===== config.mk =====
export PLATFORM = sky130hd
export DESIGN_NAME = pq_shift_array
export DESIGN_NICKNAME = d
export VERILOG_FILES = /design/src/rtl/pq_shift_array.sv
export SDC_FILE = /design/constraint.sdc
export NUM_CORES = 1
export LEC_CHECK = 0
export ABC_AREA = 1
export CORE_MARGIN = 2
export CORE_UTILIZATION = 33
export CTS_BUF_LIST = sky130_fd_sc_hd__clkbuf_16
export CTS_CLUSTER_DIAMETER = 100
export DETAILED_ROUTE_END_ITERATION = 10
export DONT_BUFFER_PORTS = 1
export HOLD_SLACK_MARGIN = 0.02
export SYNTH_ARGS = -nofsm -noshare
export SYNTH_HDL_FRONTEND = slang
export SYNTH_SLANG_ARGS = --single-unit

===== constraint.sdc =====
create_clock -name clk -period 5.05 [get_ports clk]
set_clock_uncertainty 0.2 [all_clocks]
set_input_delay 1.01 -clock clk [delete_from_list [all_inputs] [get_ports clk]]
set_output_delay 1.01 -clock clk [all_outputs]
set_load 0.05 [all_outputs]

===== src/rtl/pq_shift_array.sv =====
// Register-array priority queue: slots kept sorted by ascending key,
// with one-cycle enqueue, dequeue and replace via compare-and-shift.
package pq_pkg;
    localparam int KEY_WIDTH   = 32;
    localparam int VAL_WIDTH   = 32;
    localparam int PQ_CAPACITY = 4;

    typedef struct packed {
        logic [KEY_WIDTH-1:0] key;
        logic [VAL_WIDTH-1:0] val;
    } kv_t;

    localparam logic [KEY_WIDTH-1:0] KEYINF   = '1;
    localparam kv_t                  KV_EMPTY = '{key: KEYINF, val: '0};
endpackage

module pq_shift_array
    import pq_pkg::*;
#(
    parameter int CAPACITY = pq_pkg::PQ_CAPACITY,
    parameter int CNT_W    = $clog2(CAPACITY + 1)
) (
    input  logic             clk,
    input  logic             rst,
    input  logic             enq,
    input  kv_t              kvi,
    input  logic             deq,
    output kv_t              kvo,
    output logic             full,
    output logic             empty,
    output logic [CNT_W-1:0] count
);

    kv_t              slot_q [CAPACITY];
    kv_t              slot_d [CAPACITY];
    logic [CNT_W-1:0] count_q;
    logic [CNT_W-1:0] count_d;

    kv_t              shf    [CAPACITY];
    logic [CNT_W-1:0] cnt_s;
    logic [CAPACITY-1:0] le;
    logic             enq_ok;
    logic             deq_ok;

    assign full  = (count_q == CNT_W'(CAPACITY));
    assign empty = (count_q == '0);
    assign count = count_q;
    assign kvo   = slot_q[0];

    assign deq_ok = deq && !empty;
    assign enq_ok = enq && (!full || deq_ok);

    // Dequeue is applied first; the enqueue then inserts into the shifted array.
    always_comb begin
        for (int i = 0; i < CAPACITY; i++) begin
            shf[i] = slot_q[i];
        end
        cnt_s = count_q;
        if (deq_ok) begin
            for (int i = 0; i < CAPACITY - 1; i++) begin
                shf[i] = slot_q[i+1];
            end
            shf[CAPACITY-1] = KV_EMPTY;
            cnt_s = count_q - 1'b1;
        end
    end

    // le[i]: valid entry that stays ahead of kvi (ties keep FIFO order).
    always_comb begin
        le = '0;
        for (int i = 0; i < CAPACITY; i++) begin
            le[i] = (CNT_W'(i) < cnt_s) && (shf[i].key <= kvi.key);
        end
    end

    always_comb begin
        for (int i = 0; i < CAPACITY; i++) begin
            slot_d[i] = shf[i];
        end
        count_d = cnt_s;
        if (enq_ok) begin
            count_d = cnt_s + 1'b1;
            for (int i = 0; i < CAPACITY; i++) begin
                if (le[i]) begin
                    slot_d[i] = shf[i];
                end else if (i == 0) begin
                    slot_d[i] = kvi;
                end else if (le[i-1]) begin
                    slot_d[i] = kvi;
                end else begin
                    slot_d[i] = shf[i-1];
                end
            end
        end
    end

    always_ff @(posedge clk) begin
        if (rst) begin
            for (int i = 0; i < CAPACITY; i++) begin
                slot_q[i] <= KV_EMPTY;
            end
            count_q <= '0;
        end else begin
            for (int i = 0; i < CAPACITY; i++) begin
                slot_q[i] <= slot_d[i];
            end
            count_q <= count_d;
        end
    end

endmodule


### After elaboration in Yosys (flattened, before gate mapping)

Memories as Yosys holds them, arrays and structs flattened.
Cells that the tools add are included.

* memories: 1
* word-level logic and storage cells: 45
* input port bits: 68
* bits in registers: 3
* memory bits (writable): 256

Memories
* slot_q: words 4, width 64, read ports 4, clocked after memory_dff 0, wr ports 4, line 34 `kv_t slot_q [CAPACITY];`

* eq/ne operators: 1
* $add $sub $neg: 2
* $lt $le $gt $ge: 8
* bitwise logic cells: 4
* reduce and logical (&&, ||, !) cells: 10
* multiplexer cells: 18

Operator list (count)
* $mux 64: 11
* $mux 256: 2
* $le 32x32->1: 4
* $logic_and 1x1->1: 6
* $lt 1x3->1 const A: 2
* $lt 2x3->1 const A: 2
* $mux 3: 2
* $or 1x1->1: 4
* $add 3x1->3 const B: 1
* $eq 3x3->1 const B: 1
* $logic_not 3->1: 1
* $mux 1: 3
* $sub 3x1->3 const B: 1
* $logic_not 1->1: 2
* $logic_or 1x1->1: 1

### Longest topological paths before layout

* word-level depth: 10
* gate-level depth with buffers: 28

### Worst setup path after synthesis

No wires, ideal clock.

* path kind: flip-flop to flip-flop
* start point: register count_q[0] (netlist: count[0])
* end point: memory slot_q[3][24] (netlist name)
* arrival time: 3832 ps
* setup slack: 954 ps
* data required time: 4786 ps
* path buffers: 5
* library setup time: 64 ps
* period minus slack after synthesis: 4096 ps
* cell stages (with the launch flop): 22
* cells stage by stage: dfxtp_1 -> inv_1 -> ha_1 -> inv_2 -> o21ai_4 -> clkbuf_1 -> clkbuf_1 -> buf_1 -> nand2_1 -> ha_1 -> nand2_1 -> nor2_1 -> nand4_1 -> nor3_1 -> nand4_1 -> nand2_1 -> nand2_1 -> nand2_1 -> buf_2 -> buf_1 -> nor2_1 -> nor2_1

RTL lines
* from (decl): line 36 `logic [CNT_W-1:0] count_q;`
* from (signal assigned): line 107 `count_q <= count_d;`
* to (decl): line 34

==> run_summary.xml <==
<?xml version="1.0" encoding="UTF-8"?>
<metrics>
  <group name="run_status">
    <metric name="status" unit="">complete, no violations</metric>
  </group>
  <group name="timing">
    <metric name="grt_setup_unrepaired" unit="">false</metric>
    <metric name="fin_hold_ws" unit="ns">0.327</metric>
    <metric name="layout_min_cycle_time" unit="ns">4.37</metric>
    <metric name="timing.final.max_slew_violations" unit="">0</metric>
    <metric name="relSlewSlack" unit="%">38.2</metric>
    <metric name="maxClockFrequency" unit="MHz">229</metric>
    <metric name="finalHoldViolations" unit="">0</metric>
    <metric name="finalCritPeriodShare" unit="%">86.5</metric>
    <metric name="max_slew.worst_pin.slew" unit="ns">0.923</metric>
    <metric name="fin_setup_tns" unit="ns">0</metric>
    <metric name="final-setup-viol-count" unit="">0</metric>
  </group>
  <group name="grt">
    <metric name="grt.total_usage" unit="%">19.5</metric>
    <metric name="via_count_of_the_first_global_routing_pass" unit="">16300</metric>
    <metric name="global_route_wire_length_before_repair" unit="um">88900</metric>
    <metric name="grt_max_degree" unit="">113</metric>
    <metric name="grt_antenna_before_repair" unit="">0</metric>
    <metric name="globalRoute.totalOverflow" unit="">0</metric>
  </group>
  <group name="setup_path">
    <metric name="worstSetupStartpointType" unit="">flip-flop</metric>
    <metric name="rr_endpoint" unit="">slot_q[3][29]</metric>
    <metric name="reg2reg_from" unit="">count[0]</metric>
    <metric name="critPathRequiredTime" unit="ns">5.26</metric>
    <metric name="largest_fanout_of_any_net_on_the_critical_path" unit="">60</metric>
    <metric name="worst_path_most_repeated_cell" unit="">sky130_fd_sc_hd__nand2_1</metric>
    <metric name="rrSetupSlack" unit="ns">0.68</metric>
    <metric name="timing.critical_path.arrival" unit="ns">4.58</metric>
    <metric name="cpPeakStageDelay" unit="ns">0.44</metric>
    <metric name="timing.critical_path.to" unit="">slot_q[3][29]</metric>
    <metric name="path_cells" unit="">inv_1, ha_1, inv_2, o21ai_4, buf_12, buf_4, nand2_1, ha_1, nand2_1, nor2_1, nand4_1, nor3_1, nand4_1, nand2_1, nand2_1, nand2_4, buf_4, nand2_1, nand2_1, nor2_1</metric>
    <metric name="slowest_stage_cell_crit_path" unit="">sky130_fd_sc_hd__buf_4</metric>
    <metric name="reg2reg_depth" unit="">20</metric>
    <metric name="startpoint" unit="">count[0]</metric>
    <metric name="critPathKind" unit="">reg2reg</metric>
    <metric name="crit_path_end_kind" unit="">flip-flop</metric>
  </group>
  <group name="yosys">
    <metric name="syn_area_per_cell" unit="um^2">5.95</metric>
    <metric name="yosys.area_share.simple" unit="%">38.1</metric>
    <metric name="synth_xor_xnor_area_share" unit="%">0.0919</metric>
    <metric name="yosysTopAreaCellShare" unit="%">29.3</metric>
    <metric name="syn_area" unit="um^2">17700</metric>
    <metric name="synthesized_net_count" unit="">3176</metric>
    <metric name="synth_compound_area_share" unit="%">12.7</metric>
    <metric name="yosys_warnings" unit="">0</metric>
    <metric name="ys_ff_latch" unit="">259</metric>
    <metric name="synthTopCellsByArea" unit="">sky130_fd_sc_hd__dfxtp_1 (29%), sky130_fd_sc_hd__nand2_1 (22%), sky130_fd_sc_hd__ha_1 (9.3%)</metric>
    <metric name="syn_inst_count" unit="">2977</metric>
    <metric name="synth_adder_area_share" unit="%">9.26</metric>
    <metric name="netlist.top_cell.by_area" unit="">sky130_fd_sc_hd__dfxtp_1</metric>
    <metric name="post_synth_mux_area_share" unit="%">0</metric>
    <metric name="largest_family_of_logic_cells_by_synthesized_area" unit="">simple AND/OR/NAND/NOR gates</metric>
    <metric name="synth.lib_cells_used.distinct" unit="">26</metric>
    <metric name="synth-seq-area-share" unit="%">29.3</metric>
  </group>
  <group name="floorplanning">
    <metric name="initial_utilization" unit="%">33.6</metric>
    <metric name="die_extent_in_y" unit="um">236</metric>
    <metric name="coreArea" unit="um^2">52800</metric>
    <metric name="floorplan.rows" unit="">84</metric>
    <metric name="die_x" unit="um">236</metric>
    <metric name="dieArea" unit="um^2">55500</metric>
    <metric name="pin_count" unit="">137</metric>
  </group>
  <group name="run">
    <metric name="max_cap_viols" unit="">0</metric>
  </group>
  <group name="route">
    <metric name="number_of_nets_with_antenna_violations_after_detailed_routing" unit="">0</metric>
    <metric name="detail_route.first_pass.iterations" unit="">5</metric>
    <metric name="detailroute.via_count" unit="">17600</metric>
    <metric name="drt_iter0_drc" unit="">1172</metric>
    <metric name="drcViolationCount" unit="">0</metric>
    <metric name="postRouteWirelength" unit="um">55000</metric>
    <metric name="avgViaCountPerCell" unit="">4.90</metric>
    <metric name="post_drt_wl_per_cell" unit="um">15.3</metric>
  </group>
  <group name="clocking">
    <metric name="clk_transition_reported_paths" unit="ns">0.06</metric>
    <metric name="h_tree_depth" unit="">2</metric>
    <metric name="source_to_sink_clock_delay_at_the_later_pin_of_the_worst_skew_pair" unit="ns">0.54</metric>
    <metric name="cts_post_setup_buffers_inserted" unit="">0</metric>
    <metric name="clock_tree.buffer_depth" unit="">3</metric>
    <metric name="post_cts_resized" unit="">0</metric>
    <metric name="total_clock_sinks" unit="">259</metric>
    <metric name="cts_tree" unit="">yes</metric>
    <metric name="count_of_hold_buffers_inserted_by_post_cts_repair" unit="">0</metric>
    <metric name="tritoncts.num_buffers" unit="">34</metric>
    <metric name="clock-root-buffer" unit="">sky130_fd_sc_hd__clkbuf_16</metric>
  </group>
  <group name="cells_and_area">
    <metric name="final_cell_area" unit="um^2">19300</metric>
    <metric name="layout.cells.most_common" unit="">sky130_fd_sc_hd__nand2_1</metric>
    <metric name="area_used_by_multi_input_combinational_logic" unit="um^2">10700</metric>
    <metric name="seq_area" unit="um^2">5180</metric>
    <metric name="drive_above_1_share" unit="%">4.90</metric>
    <metric name="flow.area_growth_from_synthesis" unit="%">8.98</metric>
    <metric name="nNetsFinal" unit="">3074</metric>
    <metric name="fill_cells" unit="">5871</metric>
    <metric name="antenna_cells" unit="">0</metric>
    <metric name="top_library_cells_by_usage_in_the_layout_fill_and_taps_aside" unit="">sky130_fd_sc_hd__nand2_1 (1012), sky130_fd_sc_hd__nor2_1 (360), sky130_fd_sc_hd__inv_1 (300), sky130_fd_sc_hd__dfxtp_1 (259), sky130_fd_sc_hd__nand3_1 (252)</metric>
  </group>
  <group name="placed_design">
    <metric name="gp_congestion" unit="">0.831</metric>
    <metric name="port_buffers" unit="">0</metric>
    <metric name="dp.final_hpwl" unit="um">35700</metric>
    <metric name="placedInstanceArea" unit="um^2">18300</metric>
  </group>
  <group name="worst_hold_path">
    <metric name="min_path_type" unit="">reg2reg</metric>
  </group>
</metrics>
==> worst max-delay path, delay by kind of cell, from the launching register on <==
family / cells / cell delay, ns
AND/OR/NAND/NOR: 12 / 1.75
buffers and inverters: 5 / 1.12
adder cells (fa/ha/maj): 2 / 0.50
flip-flops: 1 / 0.33
AO/OA/AOI/OAI: 1 / 0.30
==> layer usage <==
layer  GRT usage, %  vias to the layer above  part of all wire (%)
li1               -                     9233                     -
met1           26.7                     7899                    48
met2           31.1                      374                    43
met3           3.96                       69                   6.3
met4           5.37                        0                   2.3
met5              0                        -                     0
==> registers in the layout, indices dropped and copies added (netlist names) <==
name and count:
slot_q 256, count 3
==> cells by family (layout without fill, tap and decap cells) <==
group	count (synthesis)	after routing
AND/OR/NAND/NOR	1680	1680
buffers and inverters	483	403
adder cells (fa/ha/maj)	131	131
XOR/XNOR	1	1
AO/OA/AOI/OAI	423	423
flip-flops	259	259
==> through the flow <==
step	setup WS, ns	utilization, %	cells
global placement	0.563	34.7	3527
detailed placement	0.566	34.7	3527
floorplan	0.954	-	2977
finish	0.681	36.6	3585
global route	0.198	36.6	3585
CTS	0.638	36.6	3585
==> worst min path at each step <==
stage | start | to | slack (ns) | cells past startpoint
after detailed placement | slot_q[3][30] | slot_q[3][30] | 0.31 | 4
after global routing | slot_q[3][9] | slot_q[3][9] | 0.35 | 4
after CTS | slot_q[3][30] | slot_q[3][30] | 0.32 | 4
after floorplan | slot_q[3][0] | slot_q[3][0] | 0.30 | 4
after global placement | slot_q[3][14] | slot_q[3][14] | 0.32 | 4
final | slot_q[3][11] | slot_q[3][11] | 0.33 | 4
==> synth_stat cells <==
library cell and instances:
sky130_fd_sc_hd__a21o_1 5, sky130_fd_sc_hd__a21oi_1 147, sky130_fd_sc_hd__buf_1 29, sky130_fd_sc_hd__buf_2 41
sky130_fd_sc_hd__buf_4 1, sky130_fd_sc_hd__buf_6 2, sky130_fd_sc_hd__clkbuf_1 113, sky130_fd_sc_hd__dfxtp_1 259
sky130_fd_sc_hd__ha_1 131, sky130_fd_sc_hd__inv_1 290, sky130_fd_sc_hd__inv_2 7, sky130_fd_sc_hd__nand2_1 1019
sky130_fd_sc_hd__nand3_1 253, sky130_fd_sc_hd__nand4_1 9, sky130_fd_sc_hd__nor2_1 360, sky130_fd_sc_hd__nor3_1 3
sky130_fd_sc_hd__nor4_1 1, sky130_fd_sc_hd__o211ai_1 32, sky130_fd_sc_hd__o21a_1 5, sky130_fd_sc_hd__o21ai_0 210
sky130_fd_sc_hd__o21ai_1 20, sky130_fd_sc_hd__o21ai_2 1, sky130_fd_sc_hd__o21ai_4 1, sky130_fd_sc_hd__o21bai_1 2
sky130_fd_sc_hd__or2_2 35, sky130_fd_sc_hd__xor2_2 1
==> area by class of cell <==
class / instances / area share (%)
repair buffers: 48 / 2.45
inverters: 297 / 5.81
flip-flops and latches: 259 / 26.9
clock buffers: 35 / 4.54
well taps: 688 / 4.46
multi-input cells: 2235 / 55.4
clock inverters: 23 / 0.499
Power is not shown: default switching activity piles up to over one toggle a cycle in this logic, so the estimate is an artifact.
